$ cat src/rtl/params_pkg.sv
// Shared widths and the execute-stage record used by the multi-cycle MUL path.
package params_pkg;

   localparam int REGISTER_WIDTH = 5;
   localparam int XLEN           = 32;
   localparam int EX_STAGES      = 5;

   // One pipeline slot: liveness, destination register and the stage's data word.
   typedef struct packed {
      logic                      valid;
      logic [REGISTER_WIDTH-1:0] rd;
      logic [XLEN-1:0]           data;
   } ex_stage_t;

endpackage

$ cat src/rtl/mul_lo_partial.sv
// Combinational partial products for the low half of A*B. The high*high term
// is never formed because it only lands above bit DATA_WIDTH-1.
module mul_lo_partial #(
   parameter int DATA_WIDTH = 32
) (
   input  logic [DATA_WIDTH-1:0] a_i,
   input  logic [DATA_WIDTH-1:0] b_i,
   output logic [DATA_WIDTH-1:0] ll_o,
   output logic [DATA_WIDTH-1:0] lh_o,
   output logic [DATA_WIDTH-1:0] hl_o
);

   localparam int HW = DATA_WIDTH / 2;

   logic [HW-1:0] al;
   logic [HW-1:0] ah;
   logic [HW-1:0] bl;
   logic [HW-1:0] bh;

   assign {ah, al} = a_i;
   assign {bh, bl} = b_i;

   // Zero-extend each half so every product is exactly DATA_WIDTH bits, unsigned.
   assign ll_o = {{HW{1'b0}}, al} * {{HW{1'b0}}, bl};
   assign lh_o = {{HW{1'b0}}, al} * {{HW{1'b0}}, bh};
   assign hl_o = {{HW{1'b0}}, ah} * {{HW{1'b0}}, bl};

endmodule

$ cat src/rtl/ex_mul_pipeline.sv
// Five-stage MUL execute pipeline: ex1 operands, ex2 partial products,
// ex3 low-half sum, ex4/ex5 carry the result to writeback.
// The stage record carries XLEN-wide data, so DATA_WIDTH must equal XLEN
// and be even.
module ex_mul_pipeline
   import params_pkg::*;
#(
   parameter int DATA_WIDTH = XLEN
) (
   input  logic                      clk_i,
   input  logic                      rsn_i,
   input  logic                      issue_valid_i,
   input  logic [REGISTER_WIDTH-1:0] issue_rd_i,
   input  logic [DATA_WIDTH-1:0]     issue_rs1_data_i,
   input  logic [DATA_WIDTH-1:0]     issue_rs2_data_i,
   input  logic                      stall_i,
   input  logic                      bubble_i,
   output logic                      ex1_valid_o,
   output logic                      ex2_valid_o,
   output logic                      ex3_valid_o,
   output logic                      ex4_valid_o,
   output logic                      ex5_valid_o,
   output logic [REGISTER_WIDTH-1:0] ex1_wr_reg_o,
   output logic [REGISTER_WIDTH-1:0] ex2_wr_reg_o,
   output logic [REGISTER_WIDTH-1:0] ex3_wr_reg_o,
   output logic [REGISTER_WIDTH-1:0] ex4_wr_reg_o,
   output logic [REGISTER_WIDTH-1:0] ex5_wr_reg_o,
   output logic                      wb_is_next_cycle_o,
   output logic                      wb_valid_o,
   output logic [REGISTER_WIDTH-1:0] wb_rd_o,
   output logic [DATA_WIDTH-1:0]     wb_data_o,
   output logic                      busy_o
);

   // stage_q[0] = ex1 (data = operand A), stage_q[1] = ex2 (data = al*bl),
   // stage_q[2..4] = ex3..ex5 (data = low-half product).
   ex_stage_t             stage_q [EX_STAGES];
   logic [DATA_WIDTH-1:0] op_b_q;
   logic [DATA_WIDTH-1:0] pp_lh_q;
   logic [DATA_WIDTH-1:0] pp_hl_q;

   logic [DATA_WIDTH-1:0] pp_ll;
   logic [DATA_WIDTH-1:0] pp_lh;
   logic [DATA_WIDTH-1:0] pp_hl;
   logic [DATA_WIDTH-1:0] sum_lo;
   logic                  load_ex1;

   mul_lo_partial #(
      .DATA_WIDTH(DATA_WIDTH)
   ) u_mul_lo_partial (
      .a_i (stage_q[0].data),
      .b_i (op_b_q),
      .ll_o(pp_ll),
      .lh_o(pp_lh),
      .hl_o(pp_hl)
   );

   // Cross terms only contribute their low half once shifted; overflow wraps.
   assign sum_lo   = stage_q[1].data + ((pp_lh_q + pp_hl_q) << (DATA_WIDTH / 2));
   assign load_ex1 = issue_valid_i & ~bubble_i;

   // Stage registers: synchronous clear, freeze on stall, otherwise shift one slot.
   always_ff @(posedge clk_i) begin
      if (!rsn_i) begin
         for (int k = 0; k < EX_STAGES; k++) begin
            stage_q[k] <= '0;
         end
         op_b_q  <= '0;
         pp_lh_q <= '0;
         pp_hl_q <= '0;
      end else if (!stall_i) begin
         // ex1 rd/operands are left stale on a bubble; only valid matters then.
         stage_q[0].valid <= load_ex1;
         if (load_ex1) begin
            stage_q[0].rd   <= issue_rd_i;
            stage_q[0].data <= issue_rs1_data_i;
            op_b_q          <= issue_rs2_data_i;
         end

         stage_q[1].valid <= stage_q[0].valid;
         stage_q[1].rd    <= stage_q[0].rd;
         stage_q[1].data  <= pp_ll;
         pp_lh_q          <= pp_lh;
         pp_hl_q          <= pp_hl;

         stage_q[2].valid <= stage_q[1].valid;
         stage_q[2].rd    <= stage_q[1].rd;
         stage_q[2].data  <= sum_lo;

         stage_q[3] <= stage_q[2];
         stage_q[4] <= stage_q[3];
      end
   end

   assign ex1_valid_o  = stage_q[0].valid;
   assign ex2_valid_o  = stage_q[1].valid;
   assign ex3_valid_o  = stage_q[2].valid;
   assign ex4_valid_o  = stage_q[3].valid;
   assign ex5_valid_o  = stage_q[4].valid;
   assign ex1_wr_reg_o = stage_q[0].rd;
   assign ex2_wr_reg_o = stage_q[1].rd;
   assign ex3_wr_reg_o = stage_q[2].rd;
   assign ex4_wr_reg_o = stage_q[3].rd;
   assign ex5_wr_reg_o = stage_q[4].rd;

   assign busy_o = stage_q[0].valid | stage_q[1].valid | stage_q[2].valid
                 | stage_q[3].valid | stage_q[4].valid;

   // A stalled cycle means writeback was not granted, so the request is masked.
   assign wb_valid_o         = stage_q[4].valid & ~stall_i;
   assign wb_rd_o            = stage_q[4].rd;
   assign wb_data_o          = stage_q[4].data;
   assign wb_is_next_cycle_o = stage_q[3].valid;

endmodule

$ cat config.mk
export PLATFORM = sky130hd
export DESIGN_NAME = ex_mul_pipeline
export DESIGN_NICKNAME = d
export VERILOG_FILES = /design/src/rtl/params_pkg.sv /design/src/rtl/mul_lo_partial.sv /design/src/rtl/ex_mul_pipeline.sv
export SDC_FILE = /design/constraint.sdc
export NUM_CORES = 2
export LEC_CHECK = 0
export ABC_AREA = 0
export BUFFER_PORTS_ARGS = -buffer_cell sky130_fd_sc_hd__buf_4
export CAP_MARGIN = 40
export CORE_ASPECT_RATIO = 0.6
export CORE_MARGIN = 5
export CORE_UTILIZATION = 40
export DETAILED_ROUTE_END_ITERATION = 6
export PLACE_DENSITY = 0.66
export RECOVER_POWER = 50
export SLEW_MARGIN = 20
export SYNTH_ARGS = -nofsm -noshare
export SYNTH_HDL_FRONTEND = slang
export SYNTH_SLANG_ARGS = --single-unit
$ cat constraint.sdc
create_clock -name clk_i -period 6 [get_ports clk_i]
set_input_delay 1.5 -clock clk_i [delete_from_list [all_inputs] [get_ports clk_i]]
set_output_delay 1.5 -clock clk_i [all_outputs]
set_load 0.03 [all_outputs]
======== Yosys cells after proc, flatten, opt, wreduce, memory -nomap -nowiden ========
Memory sizes are Yosys's and may differ from the RTL's.
Cells that the tools add are included.
word-level totals
  RAM bits ................................ 190
  memories ................................ 1
  input port bits ......................... 74
  output and inout bits ................... 70
  register bits ........................... 64
operators by class
  muxes and demuxes ....................... 19
  multiply operators ...................... 3
  reductions and logical operators ........ 1
  bitwise logic cells ..................... 19
  add/subtract/negate cells ............... 2
memories
  name     depth  width  read ports  clocked after Yosys merged registers in  wr ports  line                   text
  stage_q  5      38     5           0                                        5         ex_mul_pipeline.sv:37  ex_stage_t stage_q [EX_STAGES];
operator list
  kind                                            count
  32-bit 2-to-1 mux                               3
  38-bit 2-to-1 mux                               2
  32-bit adder                                    1
  16-bit by 16-bit multiplier with 16-bit output  2
  16-bit by 16-bit multiplier with 32-bit output  1
  16-bit adder                                    1
  5-bit 2-to-1 mux                                3
  1-bit OR                                        15
  1-bit 2-to-1 mux                                11
  1-bit bitwise AND                               2
  1-bit inverter                                  2
  2-bit AND reduction                             1

======== Logic depth before layout (Yosys ltp) ========
  word-level depth ........................ 7
  mapped depth ............................ 23
  gate-level depth less buffers ........... 21

======== Modules after synthesis ========
Synthesis repeated with hierarchy kept, for this count alone.
second synthesis, totals
  cells, all modules ...................... 3804
  area, all modules ....................... 36557.6 um^2
modules (own cells, without submodules)
  module           sequential area each (um^2)  cells an instance  area an instance (um^2)  times used
  mul_lo_partial   0.0                          2978               25614.6                  1
  ex_mul_pipeline  6986.7                       826                10943.0                  1

======== Least setup slack after synthesis ========
Ideal clock, no wire load.
  path type ............................... reg-to-reg
  start point ............................. mem stage_q[0][12] (netlist name)
  end point ............................... mem stage_q[0][69] (netlist name), data pin
  stages on the path, launching flop included .. 22
  library setup time ...................... 258 ps
  path slack .............................. 12 ps
  path buffers ............................ 2
  data arrival time ....................... 5730 ps
  period minus slack after synthesis ...... 5988 ps
  cell sequence ........................... edfxtp_1 clkbuf_1 clkbuf_1 nand2_1 fa_1 fa_1 inv_1 fa_1 fa_1 fa_1 inv_1 fa_1 inv_1 ha_1 and4_1 and3_1 a22oi_1 nand2_1 o211ai_2 a21boi_2 o32a_1 mux2i_1
RTL lines
  what         line
  from (decl)  ex_mul_pipeline.sv:37

==> flow_metrics.py <==
metrics = {
    "outcome": {
        "status": "finished with violations",
        "violations": "max-capacitance violations, max-slew violations, negative setup slack",
    },
    "die": {
        "start_util_pct": 40.6,
        "io_pins": 144,
        "core_mm2": 0.0666,
        "die_area_mm2": 0.0731,
        "fp.dieW_um": 346,
        "die_h_um": 211,
        "rows": 73,
    },
    "timing": {
        "rsz0062_at_grt": "true",
        "slew_headroom_pct": -38.1,
        "skew_ps": 48.9,
        "slew_violations": 46,
        "post-route-min-period_ps": 6030,
        "max_freq_mhz": 166,
        "final.period_utilization_pct": 101,
        "tns_ps": -30.2,
        "setup_violations": 1,
        "worst_pin_slew_ps": 2070,
        "hold_viol_final": 0,
        "setup_ws_ps": -30.2,
    },
    "layout": {
        "nets": 3635,
        "drive_above_1_share_pct": 15.3,
        "area_growth_pct": 15.9,
        "final_core_util_pct": 47.1,
        "nFillCells": 6148,
        "fin_cells": 3896,
    },
    "place": {
        "place_inst": 3811,
        "numPortBuffers": 143,
        "gp_congestion": 0.905,
        "hpwl_mm": 57.5,
        "place_worst_setup_slack_ps": -117,
    },
    "logic_synthesis": {
        "synthFlopType": "edfxtp_1",
        "synthMostInstantiatedCell": "inv_1",
        "syn_nets": 3442,
        "ys_ff_latch": 254,
        "synthesis.area_mm2": 0.0271,
        "synth_top_area_cell": "fa_1",
        "synthTopCellsByArea": "fa_1 26%, edfxtp_1 21%, ha_1 11%, and2_1 8.8%, inv_1 6.6%",
        "synth_cell_types": 61,
        "synth-seq-area-share_pct": 25.8,
        "synth.avg_cell_area_um2": 9.74,
        "synthArstFlopShare_pct": 0,
        "yosysWarningCount": 0,
        "synth_cells": 2780,
        "synth_top_cells_by_count": "478 x inv_1, 380 x and2_1, 375 x nand2_1",
        "synth-edff-count": 190,
        "synth_top_cell_area_share_pct": 26.3,
    },
    "setup_path": {
        "r2r_cells": 21,
        "required_ps": 6370,
        "endpoint_kind": "flip-flop",
        "arrival_ps": 6400,
        "critPathMostFrequentCell": "fa_1",
        "regToRegStartpoint": "stage_q[0][4]",
        "critPathKind": "flip-flop to flip-flop",
        "crit_family": "adder cells",
        "cp_num_buf_inv": 5,
        "reg2reg_slack_ps": -30,
        "path_cells": "buf_4 > clkbuf_16 > and2_1 > fa_1 > fa_1 > fa_1 > fa_1 > fa_1 > inv_1 > fa_1 > inv_1 > ha_1 > and3_1 > and3_1 > a22oi_1 > nand2_1 > o211ai_2 > buf_6 > a21boi_2 > o32a_1 > mux2i_1",
        "critical_path.slowest_cell": "fa_1",
        "path_max_fanout": 6,
        "r2r_end": "stage_q[0][69]",
        "worstSetupStartpointType": "flip-flop",
        "cpPeakStageDelay_ps": 540,
    },
    "hold_path": {
        "hold_path.class": "flip-flop to flip-flop",
        "hold_path.startpoint": "pp_hl_q[14]",
        "whs_endpoint": "pp_hl_q[14]",
        "hold_depth": 2,
    },
    "cts": {
        "clk_pin_slew_worst_paths_ps": 70,
        "cts_tree": "yes",
        "worstSkewPairLatency_ps": 620,
        "cts_buffers": 30,
        "cts_buffer_depth": 3,
        "cts_sinks": 254,
        "cts_max_level": 1,
        "root_buffer": "clkbuf_16",
    },
    "detailed_routing": {
        "vias": 19289,
        "drtIter0Drc": 1510,
        "ant_nets": 0,
        "post_drt_wl_per_cell_um": 18.7,
        "wl_mm": 72.7,
        "viasPerCell": 4.95,
        "drt_first_pass_iters": 6,
        "drc_errors": 0,
    },
    "grt": {
        "grt_use_total_pct": 19.6,
        "antenna_found_initial": 4,
        "first_global_vias": 19335,
        "grt_first_pass_wirelength_mm": 113,
        "grt_overflow": 0,
        "grt_max_degree": 85,
    },
    "run": {
        "max-cap-violations": 1,
    },
    "power": {
        "finalPower_mw": 5.70,
        "p_leak_nw": 15.0,
        "ir_drop_uv": 262,
        "power.density_mw_per_mm2": 182,
    },
}
[worst register-to-register path: cells and delay by family, from the launching register on]
kind,cells,cell delay [ps]
compound gates,4,750
fa+ha+maj,7,3200
buf+inv,5,580
flops,1,440
mux,1,120
simple gates,4,680
[stage by stage]
| stage | instance area (µm²) | hold WS, ps |
|---|---|---|
| floorplan | 27100 | 429 |
| global placement | 29800 | 449 |
| detailed placement | 29900 | 459 |
| CTS | 31100 | 476 |
| global route | 31400 | 513 |
| finish | 31400 | 472 |
[repair_timing]
| action | 4_1_cts | 5_1_grt |
|---|---|---|
| cloned | 0 | 1 |
| setup buffers | 15 | 15 |
| setup endpoints to repair | 10 | 19 |
| pin swaps | 17 | 60 |
| resized for setup | 17 | 76 |
| hold buffers | 0 | 0 |
| hold endpoints to repair | 0 | 0 |
[per-layer routing]
layer | vias up | track usage [%] | wire [µm] | part of all wire, %
met1 | 9567 | 30.0 | 34200 | 47
met5 | - | 0 | 7 | 0.0096
met3 | 78 | 5.40 | 7290 | 10
met4 | 2 | 3.14 | 1290 | 1.8
met2 | 686 | 28.2 | 29900 | 41
li1 | 8956 | - | - | -
[worst max-delay path by stage]
| stage | endpoint | slack, ps | start | depth (start not counted) |
|---|---|---|---|---|
| after global placement | pp_hl_q[15] | -30 | op_b_q[1] | 21 |
| after CTS | stage_q[0][68] | 20 | stage_q[0][5] | 22 |
| after global routing | stage_q[0][63] | -220 | stage_q[0][11] | 23 |
| after detailed placement | stage_q[0][69] | -120 | stage_q[0][11] | 21 |
| final | stage_q[0][69] | -30 | stage_q[0][4] | 21 |
| after floorplan | stage_q[0][69] | 10 | stage_q[0][12] | 21 |
[layout make-up]
type	instances	area [µm²]	area share [%]
antenna	1	2.50	0.00798
clock buffer	35	769	2.45
clock inverter	19	233	0.742
inverter	478	1800	5.72
multi-input combinational	1856	17600	56.2
sequential	254	7000	22.3
tap	900	1130	3.59
timing repair buffer	353	2810	8.94
[placed cells by master (no fill, tap or decap), types with 11 or more instances in the layout]
| cell type | count |
|---|---|
| fa_1 | 350 |
| inv_1 | 468 |
| nand2_1 | 371 |
| buf_12 | 14 |
| o21a_1 | 11 |
| a211oi_1 | 11 |
| buf_4 | 297 |
| edfxtp_1 | 190 |
| a22o_1 | 34 |
| ha_1 | 219 |
| clkbuf_1 | 31 |
| nand3_1 | 12 |
| nor3_1 | 26 |
| nor2b_1 | 11 |
| xor2_1 | 40 |
| a21oi_1 | 38 |
| and2_0 | 73 |
| xnor2_1 | 82 |
| dfxtp_1 | 57 |
| o21ai_0 | 46 |
| clkbuf_16 | 31 |
| a21o_1 | 26 |
| and2_1 | 300 |
| nor2_1 | 61 |
| mux2i_1 | 11 |
[state kept, by name, summed over array words and instances (netlist names)]
name     count
stage_q    190
op_b_q      32
pp_hl_q     16
pp_lh_q     16
[logic make-up (layout without fill, tap and decap cells)]
kind of cell | Yosys count | after routing | share of synthesized area (%)
buffers and inverters | 670 | 885 | 10.2
adders and majority gates | 588 | 588 | 37.1
AOI/OAI and AO/OA | 224 | 224 | 5.68
DFF | 254 | 254 | 25.8
muxes | 11 | 11 | 0.407
and+or+nand+nor | 907 | 907 | 16.8
xor gates and xnor gates | 126 | 126 | 4.08
other | 0 | 1 | 0
[report_power, final]
group / internal [mW] / switching [mW] / total (mW) / leakage [nW]
sequential: 2.03 / 0.109 / 2.14 / 2.58
combinational: 0.703 / 0.954 / 1.66 / 12.0
clock: 1.06 / 0.847 / 1.91 / 0.481
total: 3.79 / 1.91 / 5.70 / 15.0
No activity file was read; power rests on OpenSTA's default activity.
